===== src/rtl/hazard_pkg.sv =====
// rtl/hazard_pkg.sv - shared types and constants for the pipeline hazard sequencer
package hazard_pkg;

  // Wait-state FSM for multi-cycle data-memory accesses
  typedef enum logic [1:0] {
    RUN,
    MEM_WAIT,
    ERROR
  } state_t;

  // Execute-stage operand source selects
  localparam logic [1:0] FWD_RF  = 2'b00;
  localparam logic [1:0] FWD_WB  = 2'b01;
  localparam logic [1:0] FWD_MEM = 2'b10;

endpackage


===== src/rtl/forward_unit.sv =====
// rtl/forward_unit.sv - forwarding source select for one execute-stage operand
module forward_unit
  import hazard_pkg::*;
#(
  parameter int ADDR_W = 5
) (
  input  logic [ADDR_W-1:0] rs,
  input  logic [ADDR_W-1:0] rd_m,
  input  logic              reg_write_m,
  input  logic [ADDR_W-1:0] rd_w,
  input  logic              reg_write_w,
  output logic [1:0]        fwd
);

  // Newest producer wins: memory stage ahead of writeback; x0 never forwards
  always_comb begin
    fwd = FWD_RF;
    if (reg_write_m && (rd_m != '0) && (rd_m == rs)) begin
      fwd = FWD_MEM;
    end else if (reg_write_w && (rd_w != '0) && (rd_w == rs)) begin
      fwd = FWD_WB;
    end
  end

endmodule


===== src/rtl/hazard_sequencer.sv =====
// rtl/hazard_sequencer.sv - stall/flush/forward control and memory wait-state FSM
module hazard_sequencer
  import hazard_pkg::*;
#(
  parameter int REGISTER_ADDRESS_WIDTH = 5,
  parameter int MAX_MEM_WAIT           = 8,
  parameter int STALL_CNT_WIDTH        = 16
) (
  input  logic                              clk,
  input  logic                              rst_n,
  input  logic [REGISTER_ADDRESS_WIDTH-1:0] Rs1D_i,
  input  logic [REGISTER_ADDRESS_WIDTH-1:0] Rs2D_i,
  input  logic [REGISTER_ADDRESS_WIDTH-1:0] Rs1E_i,
  input  logic [REGISTER_ADDRESS_WIDTH-1:0] Rs2E_i,
  input  logic [REGISTER_ADDRESS_WIDTH-1:0] RdE_i,
  input  logic                              ResultSrcE_i,
  input  logic                              PCSrcE_i,
  input  logic [REGISTER_ADDRESS_WIDTH-1:0] RdM_i,
  input  logic                              RegWriteM_i,
  input  logic [REGISTER_ADDRESS_WIDTH-1:0] RdW_i,
  input  logic                              RegWriteW_i,
  input  logic                              MemAccessM_i,
  input  logic                              MemReadyM_i,
  output logic                              StallF_o,
  output logic                              StallD_o,
  output logic                              StallE_o,
  output logic                              StallM_o,
  output logic                              FlushD_o,
  output logic                              FlushE_o,
  output logic                              FlushW_o,
  output logic [1:0]                        ForwardAE_o,
  output logic [1:0]                        ForwardBE_o,
  output logic                              MemReqM_o,
  output logic                              MemErr_o,
  output logic [STALL_CNT_WIDTH-1:0]        StallCount_o
);

  localparam int WAIT_W = $clog2(MAX_MEM_WAIT + 1);

  state_t              state;
  state_t              state_nxt;
  logic [WAIT_W-1:0]   wait_cnt;
  logic [WAIT_W-1:0]   wait_nxt;
  logic                mem_stall;
  logic                mem_req;
  logic                load_use;
  logic [1:0]          fwd_a;
  logic [1:0]          fwd_b;

  assign load_use = ResultSrcE_i && (RdE_i != '0) &&
                    ((RdE_i == Rs1D_i) || (RdE_i == Rs2D_i));

  forward_unit #(.ADDR_W(REGISTER_ADDRESS_WIDTH)) u_fwd_a (
    .rs          (Rs1E_i),
    .rd_m        (RdM_i),
    .reg_write_m (RegWriteM_i),
    .rd_w        (RdW_i),
    .reg_write_w (RegWriteW_i),
    .fwd         (fwd_a)
  );

  forward_unit #(.ADDR_W(REGISTER_ADDRESS_WIDTH)) u_fwd_b (
    .rs          (Rs2E_i),
    .rd_m        (RdM_i),
    .reg_write_m (RegWriteM_i),
    .rd_w        (RdW_i),
    .reg_write_w (RegWriteW_i),
    .fwd         (fwd_b)
  );

  // State and wait counter advance on the falling edge, with the pipeline registers
  always_ff @(negedge clk or negedge rst_n) begin
    if (!rst_n) begin
      state    <= RUN;
      wait_cnt <= '0;
    end else begin
      state    <= state_nxt;
      wait_cnt <= wait_nxt;
    end
  end

  // Wait-state next-state logic; the counter holds the index of the current MEM_WAIT cycle
  always_comb begin
    state_nxt = state;
    wait_nxt  = wait_cnt;
    mem_stall = 1'b0;
    mem_req   = 1'b0;
    case (state)
      RUN: begin
        mem_req = MemAccessM_i;
        if (MemAccessM_i && !MemReadyM_i) begin
          mem_stall = 1'b1;
          state_nxt = MEM_WAIT;
          wait_nxt  = WAIT_W'(1);
        end
      end
      MEM_WAIT: begin
        mem_req = 1'b1;
        if (MemReadyM_i) begin
          state_nxt = RUN;
          wait_nxt  = '0;
        end else begin
          mem_stall = 1'b1;
          if (wait_cnt == WAIT_W'(MAX_MEM_WAIT)) begin
            state_nxt = ERROR;
          end else begin
            wait_nxt = wait_cnt + WAIT_W'(1);
          end
        end
      end
      ERROR: begin
        mem_stall = 1'b1;
      end
      default: begin
        state_nxt = RUN;
        wait_nxt  = '0;
      end
    endcase
  end

  // Pipeline enables: reset bubbles everything, a memory stall freezes all, else branch beats load-use
  always_comb begin
    StallF_o    = 1'b0;
    StallD_o    = 1'b0;
    StallE_o    = 1'b0;
    StallM_o    = 1'b0;
    FlushD_o    = 1'b0;
    FlushE_o    = 1'b0;
    FlushW_o    = 1'b0;
    MemReqM_o   = 1'b0;
    ForwardAE_o = FWD_RF;
    ForwardBE_o = FWD_RF;
    if (!rst_n) begin
      FlushD_o = 1'b1;
      FlushE_o = 1'b1;
      FlushW_o = 1'b1;
    end else begin
      MemReqM_o   = mem_req;
      ForwardAE_o = fwd_a;
      ForwardBE_o = fwd_b;
      if (mem_stall) begin
        StallF_o = 1'b1;
        StallD_o = 1'b1;
        StallE_o = 1'b1;
        StallM_o = 1'b1;
        FlushW_o = 1'b1;
      end else if (PCSrcE_i) begin
        FlushD_o = 1'b1;
        FlushE_o = 1'b1;
      end else if (load_use) begin
        StallF_o = 1'b1;
        StallD_o = 1'b1;
        FlushE_o = 1'b1;
      end
    end
  end

  assign MemErr_o = (state == ERROR);

  // Saturating count of cycles in which fetch was held
  always_ff @(negedge clk or negedge rst_n) begin
    if (!rst_n) begin
      StallCount_o <= '0;
    end else if (StallF_o && (StallCount_o != '1)) begin
      StallCount_o <= StallCount_o + STALL_CNT_WIDTH'(1);
    end
  end

endmodule


===== config.mk =====
export PLATFORM = sky130hd
export DESIGN_NAME = hazard_sequencer
export DESIGN_NICKNAME = d
export VERILOG_FILES = /design/src/rtl/hazard_pkg.sv /design/src/rtl/forward_unit.sv /design/src/rtl/hazard_sequencer.sv
export SDC_FILE = /design/constraint.sdc
export NUM_CORES = 1
export LEC_CHECK = 0
export BUFFER_PORTS_ARGS = -buffer_cell sky130_fd_sc_hd__clkbuf_2
export CAP_MARGIN = 20
export CORE_UTILIZATION = 43
export CTS_CLUSTER_SIZE = 40
export DETAILED_ROUTE_END_ITERATION = 12
export PLACE_DENSITY = 0.76
export SLEW_MARGIN = 15
export SYNTH_ARGS = -nofsm -noshare
export SYNTH_HDL_FRONTEND = slang
export SYNTH_SLANG_ARGS = --single-unit

===== constraint.sdc =====
create_clock -name clk -period 2.1 [get_ports clk]
set_clock_uncertainty 0.2 [all_clocks]
set_input_delay 0 -clock clk [delete_from_list [all_inputs] [get_ports clk]]
set_output_delay 0 -clock clk [all_outputs]
set_load 0.1 [all_outputs]

## Word level (Yosys, flattened, before mapping)

Cells that the tools add are included.
Widths: inputs -> output; s select.

| word-level totals | value |
|---|---|
| output and inout port bits | 29 |
| memories kept | 0 |
| bits in registers | 22 |
| bits in read-only memories | 0 |
| RAM bits | 0 |
| bits in latches | 0 |

| operators by class | value |
|---|---|
| multiplexer cells | 32 |
| add/subtract/negate cells | 2 |
| multipliers | 0 |
| shifts and indexed selects | 0 |
| reductions and logical operators | 18 |
| equality and inequality tests | 13 |
| div/mod/pow operators | 0 |
| bitwise gates (word level) | 1 |
| $lt $le $gt $ge | 0 |

Operator list:

| kind | number |
|---|---|
| $eq 5x5->1 | 6 |
| $mux 1 | 18 |
| $add 16x1->16 const B | 1 |
| $ne 16x16->1 const B | 1 |
| $reduce_bool 5->1 | 3 |
| $mux 2 | 7 |
| $mux 4 | 3 |
| $pmux 4 s3 | 1 |
| $logic_and 1x1->1 | 10 |
| $ne 3x3->1 const B | 2 |
| $pmux 2 s3 | 1 |
| $reduce_and 3->1 | 2 |
| $add 4x1->4 const B | 1 |
| $eq 4x4->1 const B | 1 |
| $pmux 1 s3 | 1 |
| $eq 2x1->1 const B | 1 |
| $eq 2x2->1 const B | 1 |
| $logic_not 2->1 | 1 |
| $ne 2x2->1 const B | 1 |
| $pmux 1 s2 | 1 |
| $logic_not 1->1 | 1 |
| $logic_or 1x1->1 | 1 |
| $not 1->1 | 1 |

## Depth between registers and ports, before layout

Gate-level depths: netlist (run 1).

| logic depth | value |
|---|---|
| depth in word-level cells | 8 |
| depth in mapped cells | 7 |
| mapped depth without buffers | 7 |

## Modules after synthesis

A second synthesis (run 1) with hierarchy kept.

| second synthesis, totals | value |
|---|---|
| cells, all modules | 181 |
| area total of the unflattened synthesis | 1,665.3 um^2 |

By module, submodules not included:

| module | instances | cells an instance | area an instance (um^2) |
|---|---|---|---|
| hazard_sequencer | 1 | 141 | 1,362.6 |
| forward_unit | 2 | 20 | 151.4 |

==> impl_metrics.toml, run 1 <==
[sta]
slew_violations = 0
report.final.hold_viol_count = 0
timing.final.setup_violations = 41
setup_slack_ns = -0.870
timing_worst_slew_pin_value_ns = 0.578
timing.setup.tns_ns = -15.60
rsz0062_at_grt = "true"
timing.slew.headroom_pct = 61.1
fin_hold_ws_ns = 0.286

[clock_network]
hold_buffers = 0
ctsHtreeMaxLevel = 1
cts_tree = "yes"
worst_skew_pair.late_latency_ns = 0.28
cts_sinks = 22
cts_max_path_buffers = 2
clkSlewWorstSetupHoldPaths_ns = 0.06
cts_buf_count = 3
clock_tree.root_cell = "clkbuf_8"

[routing]
dr_wl_cell_um = 18.6
drt-vias-per-instance = 5.61
antenna_left = 0
drt-initial-drc-count = 57
num_vias = 1923
dr.pass1.iters = 4
drt_total_wl_mm = 6.37
drc_errors = 0

[floorplanning]
design.die.area_mm2 = 0.00407
die_width_um = 63.8
row_count = 22
chipHeight_um = 63.8
core-area_mm2 = 0.00366
initial_utilization_pct = 44.8
boundaryPins = 72

[global_route]
grtUsageTotal_pct = 26.9
grt_overflow_total = 0
antenna_found_initial = 0
grt_pass1_wl_mm = 8.40
grt_pass1_vias = 1842
grt_start_max_net_pins = 28

[pwr]
max-vdd-ir-drop_v = 0.000903
switching_share_pct = 45.0
power.leakage_uw = 0.00140
power_frac_comb_pct = 61.5
power.clock.fraction_pct = 13.2
powerDensity_mw_per_mm2 = 699
p_seq_share_pct = 25.3
internal_power_uw = 1190
totalPowerFinal_uw = 2160
net_switching_power_uw = 971

[yosys]
synthCells = 173
synth_area_leaders = "dfrtn_1 34%, xor2_1 13%, xnor2_1 11%"
synth.top_cell.area_share_pct = 33.6
ys_seq_elements = 22
syn_area_per_cell_um2 = 9.48
yosys_warnings = 0
synth.net_count = 219
post_synth_top_flop = "dfrtn_1"
mappedNetlistArea_mm2 = 0.00164
netlist-cell-type-count = 46
synth.largest_area_cell = "dfrtn_1"
synth_enable_flop_cells = 0
synth-async-reset-ratio_pct = 100
yosysSeqAreaShare_pct = 33.6

[status]
failing_checks = "setup timing"
outcome = "complete, but fails checks"

[worst_setup_path]
timing.setup.critical_path_class = "register to output pin"
cp_max_fo = 5
critical_path_required_ns = 1.90
critical_path.startpoint_type = "register"
worstSetupEndpointType = "output pin"
worstPathArrival_ns = 2.77

[finish]
antenna-diode-count = 0
leading_cell_type_in_the_layout_fill_and_taps_excluded = "buf_4"
final_layout_size_suffix_gt1_share_pct = 54.2
most-common-layout-cells = "44 x buf_4, 38 x clkbuf_2, 28 x buf_12, 25 x xor2_1, 22 x dfrtn_1"
area.growth.synth_to_final_pct = 88.2
final_nets = 343
finish.cell_count_without_fillers = 343

[placed_design]
gp_congestion = 0.816
place.detailed.instances = 312
pre_cts_ws_ns = -0.753
port_buffers = 71
dp.final_hpwl_mm = 3.49

[flow_run]
drv_cap = 0

[worst_hold_path]
worstHoldPathType = "register to register"
layout make-up:
class | instances | area [µm²]
repair buffers | 123 | 1230
fillers | 172 | 574
well taps | 48 | 60.1
clock buffers | 3 | 41.3
multi-input cells | 143 | 1190
flip-flops and latches | 22 | 551
inverters | 4 | 15.0
cell usage after synthesis, drive strengths merged (3+ instances only):
master  number
xor2        25
dfrtn       22
xnor2       20
nand2       14
nand3       13
nor2        11
o21ai        8
nor3         6
or4          5
a21oi        4
buf          4
inv          4
nand4        4
nor4         4
ha           3
routing by layer:
metal / vias up / part of all wire, % / wire, µm / global-route usage [%]
met5: - / 0 / 0 / 0
met4: 0 / 1.5 / 97 / 10.2
met3: 16 / 6.7 / 428 / 3.75
met2: 121 / 54 / 3450 / 52.3
met1: 933 / 38 / 2400 / 28.9
li1: 853 / - / - / -
critical path, cell delays in order, from the launching register on:
cell and delay (ns):
dfrtn_1 0.48, and2b_4 0.20, a21oi_4 0.04, a21bo_1 0.19, buf_12 0.14, nor2b_4 0.18
buf_12 0.20
flip-flops by register name, summed over array words and instances (netlist names):
| register | flops |
|---|---|
| state | 2 |
| StallCount_o | 16 |
| wait_cnt | 4 |
final timing paths:
check,slack [ns],end,cells after the start,from
worst max-delay path,-0.87,StallF_o,6,state[1]
worst min-delay path,0.29,wait_cnt[2],2,wait_cnt[2]
worst max register to register,-0.17,StallCount_o[12],6,StallCount_o[0]
worst min register to register,0.29,wait_cnt[2],2,wait_cnt[2]
max in group asynchronous,0.92,StallCount_o[13],2,rst_n
min in group asynchronous,0.49,wait_cnt[2],2,rst_n
cell families (layout without fill, tap and decap cells):
| logic type | count (synthesis) | count (layout) | synth area share (%) |
|---|---|---|---|
| simple gates | 71 | 71 | 25.2 |
| xor+xnor | 45 | 45 | 24.0 |
| compound gates | 22 | 22 | 10.1 |
| flops | 22 | 22 | 33.6 |
| buf+inv | 8 | 130 | 3.20 |
| fa+ha+maj | 3 | 3 | 2.29 |
| mux | 2 | 2 | 1.60 |
stage by stage:
stage	area, µm²	util (%)
6_report	3090	84.3
5_1_grt	3090	84.3
4_1_cts	2970	81.1
3_5_place_dp	2700	73.7
3_3_place_gp	2700	73.7
2_1_floorplan	1750	-
power by group through the flow:
stage | combinational [µW] | clock, µW | sequential, µW
final | 1330 | 285 | 545
after global routing | 1370 | 306 | 549
after CTS | 1240 | 274 | 538
after detailed placement | 1110 | 0 | 553
after global placement | 1090 | 0 | 553
after floorplan | 302 | 0 | 887
timing repair:
action / 4_1_cts / 5_1_grt
pin swaps: 10 / 5
setup endpoints to repair: 41 / 41
resized for setup: 17 / 20
setup buffers: 21 / 9
No activity file was read; power rests on OpenSTA's default activity.
==> run 2, diff against run 1 <==
--- a/config.mk
+++ b/config.mk
@@ -11,6 +11,7 @@
 export CTS_CLUSTER_SIZE = 40
 export DETAILED_ROUTE_END_ITERATION = 12
 export PLACE_DENSITY = 0.76
+export SKIP_LAST_GASP = 1
 export SLEW_MARGIN = 15
 export SYNTH_ARGS = -nofsm -noshare
 export SYNTH_HDL_FRONTEND = slang
==> impl_metrics.toml, run 2 (synthesized netlist as in run 1, its figures left out) <==
[floorplanning]
row_count = 22
initial_utilization_pct = 44.8
die_width_um = 63.8
core-area_mm2 = 0.00366
design.die.area_mm2 = 0.00407
chipHeight_um = 63.8
boundaryPins = 72

[pwr]
max-vdd-ir-drop_v = 0.000688
power.clock.fraction_pct = 13.1
power_frac_comb_pct = 61.3
switching_share_pct = 44.3
internal_power_uw = 1180
p_seq_share_pct = 25.6
totalPowerFinal_uw = 2120
net_switching_power_uw = 939
powerDensity_mw_per_mm2 = 689
power.leakage_uw = 0.00139

[clock_network]
ctsHtreeMaxLevel = 1
clock_tree.root_cell = "clkbuf_8"
cts_tree = "yes"
clkSlewWorstSetupHoldPaths_ns = 0.06
cts_sinks = 22
worst_skew_pair.late_latency_ns = 0.28
cts_max_path_buffers = 2
cts_buf_count = 3

[placed_design]
gp_congestion = 0.816
dp.final_hpwl_mm = 3.49
place.detailed.instances = 312
port_buffers = 71
postPlaceCellArea_mm2 = 0.00270

[finish]
final_nets = 343
final_design_area_no_fill_mm2 = 0.00307
leading_cell_type_in_the_layout_fill_and_taps_excluded = "buf_4"
largestRegisters = "StallCount_o: 16 flops, wait_cnt: 4 flops, state: 2 flops"
largest_register = "StallCount_o"
most-common-layout-cells = "45 x buf_4, 39 x clkbuf_2, 28 x buf_12, 25 x xor2_1, 22 x dfrtn_1"
antenna-diode-count = 0
fillers = 173
area.growth.synth_to_final_pct = 87.4
flip_flop_count_of_the_largest_register_all_copies_and_words_added = 16
final_layout_size_suffix_gt1_share_pct = 54.2
finish.cell_count_without_fillers = 343

[global_route]
grtUsageTotal_pct = 27.1
grt_pass1_wl_mm = 8.46
grt_start_max_net_pins = 28
grt_overflow_total = 0
grt_pass1_vias = 1837
antenna_found_initial = 0

[worst_setup_path]
setup_slack_of_the_worst_register_to_register_path_ns = -0.13
worstReg2RegEnd = "StallCount_o[1]"
critical_path.startpoint_type = "register"
timing.setup.critical_path_class = "register to output pin"
critPathCapture = "FlushE_o"
critical_path_required_ns = 1.90
crit_start = "state[1]"
worst-r2r-cell-count = 7
regToRegStartpoint = "StallCount_o[9]"
worstPathArrival_ns = 2.76
worstSetupEndpointType = "output pin"
cp_max_fo = 5

[routing]
num_vias = 1872
drt_total_wl_mm = 5.92
antenna_left = 0
drt-vias-per-instance = 5.46
drc_errors = 0
dr.pass1.iters = 5
dr_wl_cell_um = 17.3
drt-initial-drc-count = 42

[worst_hold_path]
worstHoldPathType = "register to register"
timing.hold.worst.start = "wait_cnt[2]"

[status]
outcome = "complete, but fails checks"
failing_checks = "setup timing"

[sta]
timing.slew.headroom_pct = 61.1
timing.final.setup_violations = 41
fin_hold_ws_ns = 0.286
report.final.hold_viol_count = 0
timing_worst_slew_pin_value_ns = 0.578
rsz0062_at_grt = "true"
slew_violations = 0
setup_slack_ns = -0.855

[flow_run]
drv_cap = 0
==> run 2: stage by stage <==
stage                     setup slack (ns)  TNS, ns  util [%]
after detailed placement            -0.753   -14.63      73.7
after global routing                -0.889   -16.63      84.0
after global placement              -0.680   -13.35      73.7
final                               -0.855   -15.25      84.0
after floorplan                      -1.30   -18.30         -
after CTS                           -0.873   -14.31      80.7
==> run 2: final cells by class <==
class | count | area [µm²] | share of cell area, %
timing repair buffer | 123 | 1210 | 39.5
clock buffer | 3 | 41.3 | 1.34
sequential | 22 | 551 | 17.9
inverter | 4 | 15.0 | 0.488
tap | 48 | 60.1 | 1.95
multi-input combinational | 143 | 1190 | 38.8
==> run 2: per-layer routing <==
| metal | track usage (%) | vias up | part of all wire, % |
|---|---|---|---|
| met2 | 52.3 | 100 | 54 |
| met1 | 28.9 | 899 | 38 |
| met3 | 4.29 | 17 | 5.9 |
| met5 | 0 | - | 0 |
| met4 | 10.8 | 0 | 2.2 |
| li1 | - | 856 | - |
==> run 2: critical path, cell delays in order (launching register included) <==
cell and delay (ns):
dfrtn_1 0.48, and2b_4 0.20, a21oi_4 0.03, a21bo_1 0.19, buf_12 0.14, a21o_2 0.21, buf_12 0.17
==> run 2: what timing repair did <==
item | in CTS | in global routing
buffers inserted | 21 | 9
setup endpoints to repair | 41 | 41
hold buffers | 0 | 0
pin swaps | 7 | 7
gates resized for setup | 14 | 21
==> run 2: worst min path at each step <==
stage                       end  slack [ns]  cells after the start
floorplan             MemReqM_o        0.08                      1
global placement    wait_cnt[3]        0.27                      2
detailed placement  wait_cnt[1]        0.28                      2
CTS                 wait_cnt[1]        0.28                      2
global route        wait_cnt[2]        0.32                      2
finish              wait_cnt[2]        0.29                      2
==> run 2: power by group through the flow <==
stage | Clock, µW | Combinational, µW | Sequential [µW]
floorplan | 0 | 302 | 887
global placement | 0 | 1090 | 553
detailed placement | 0 | 1110 | 553
CTS | 274 | 1240 | 538
global route | 302 | 1350 | 547
finish | 278 | 1300 | 542
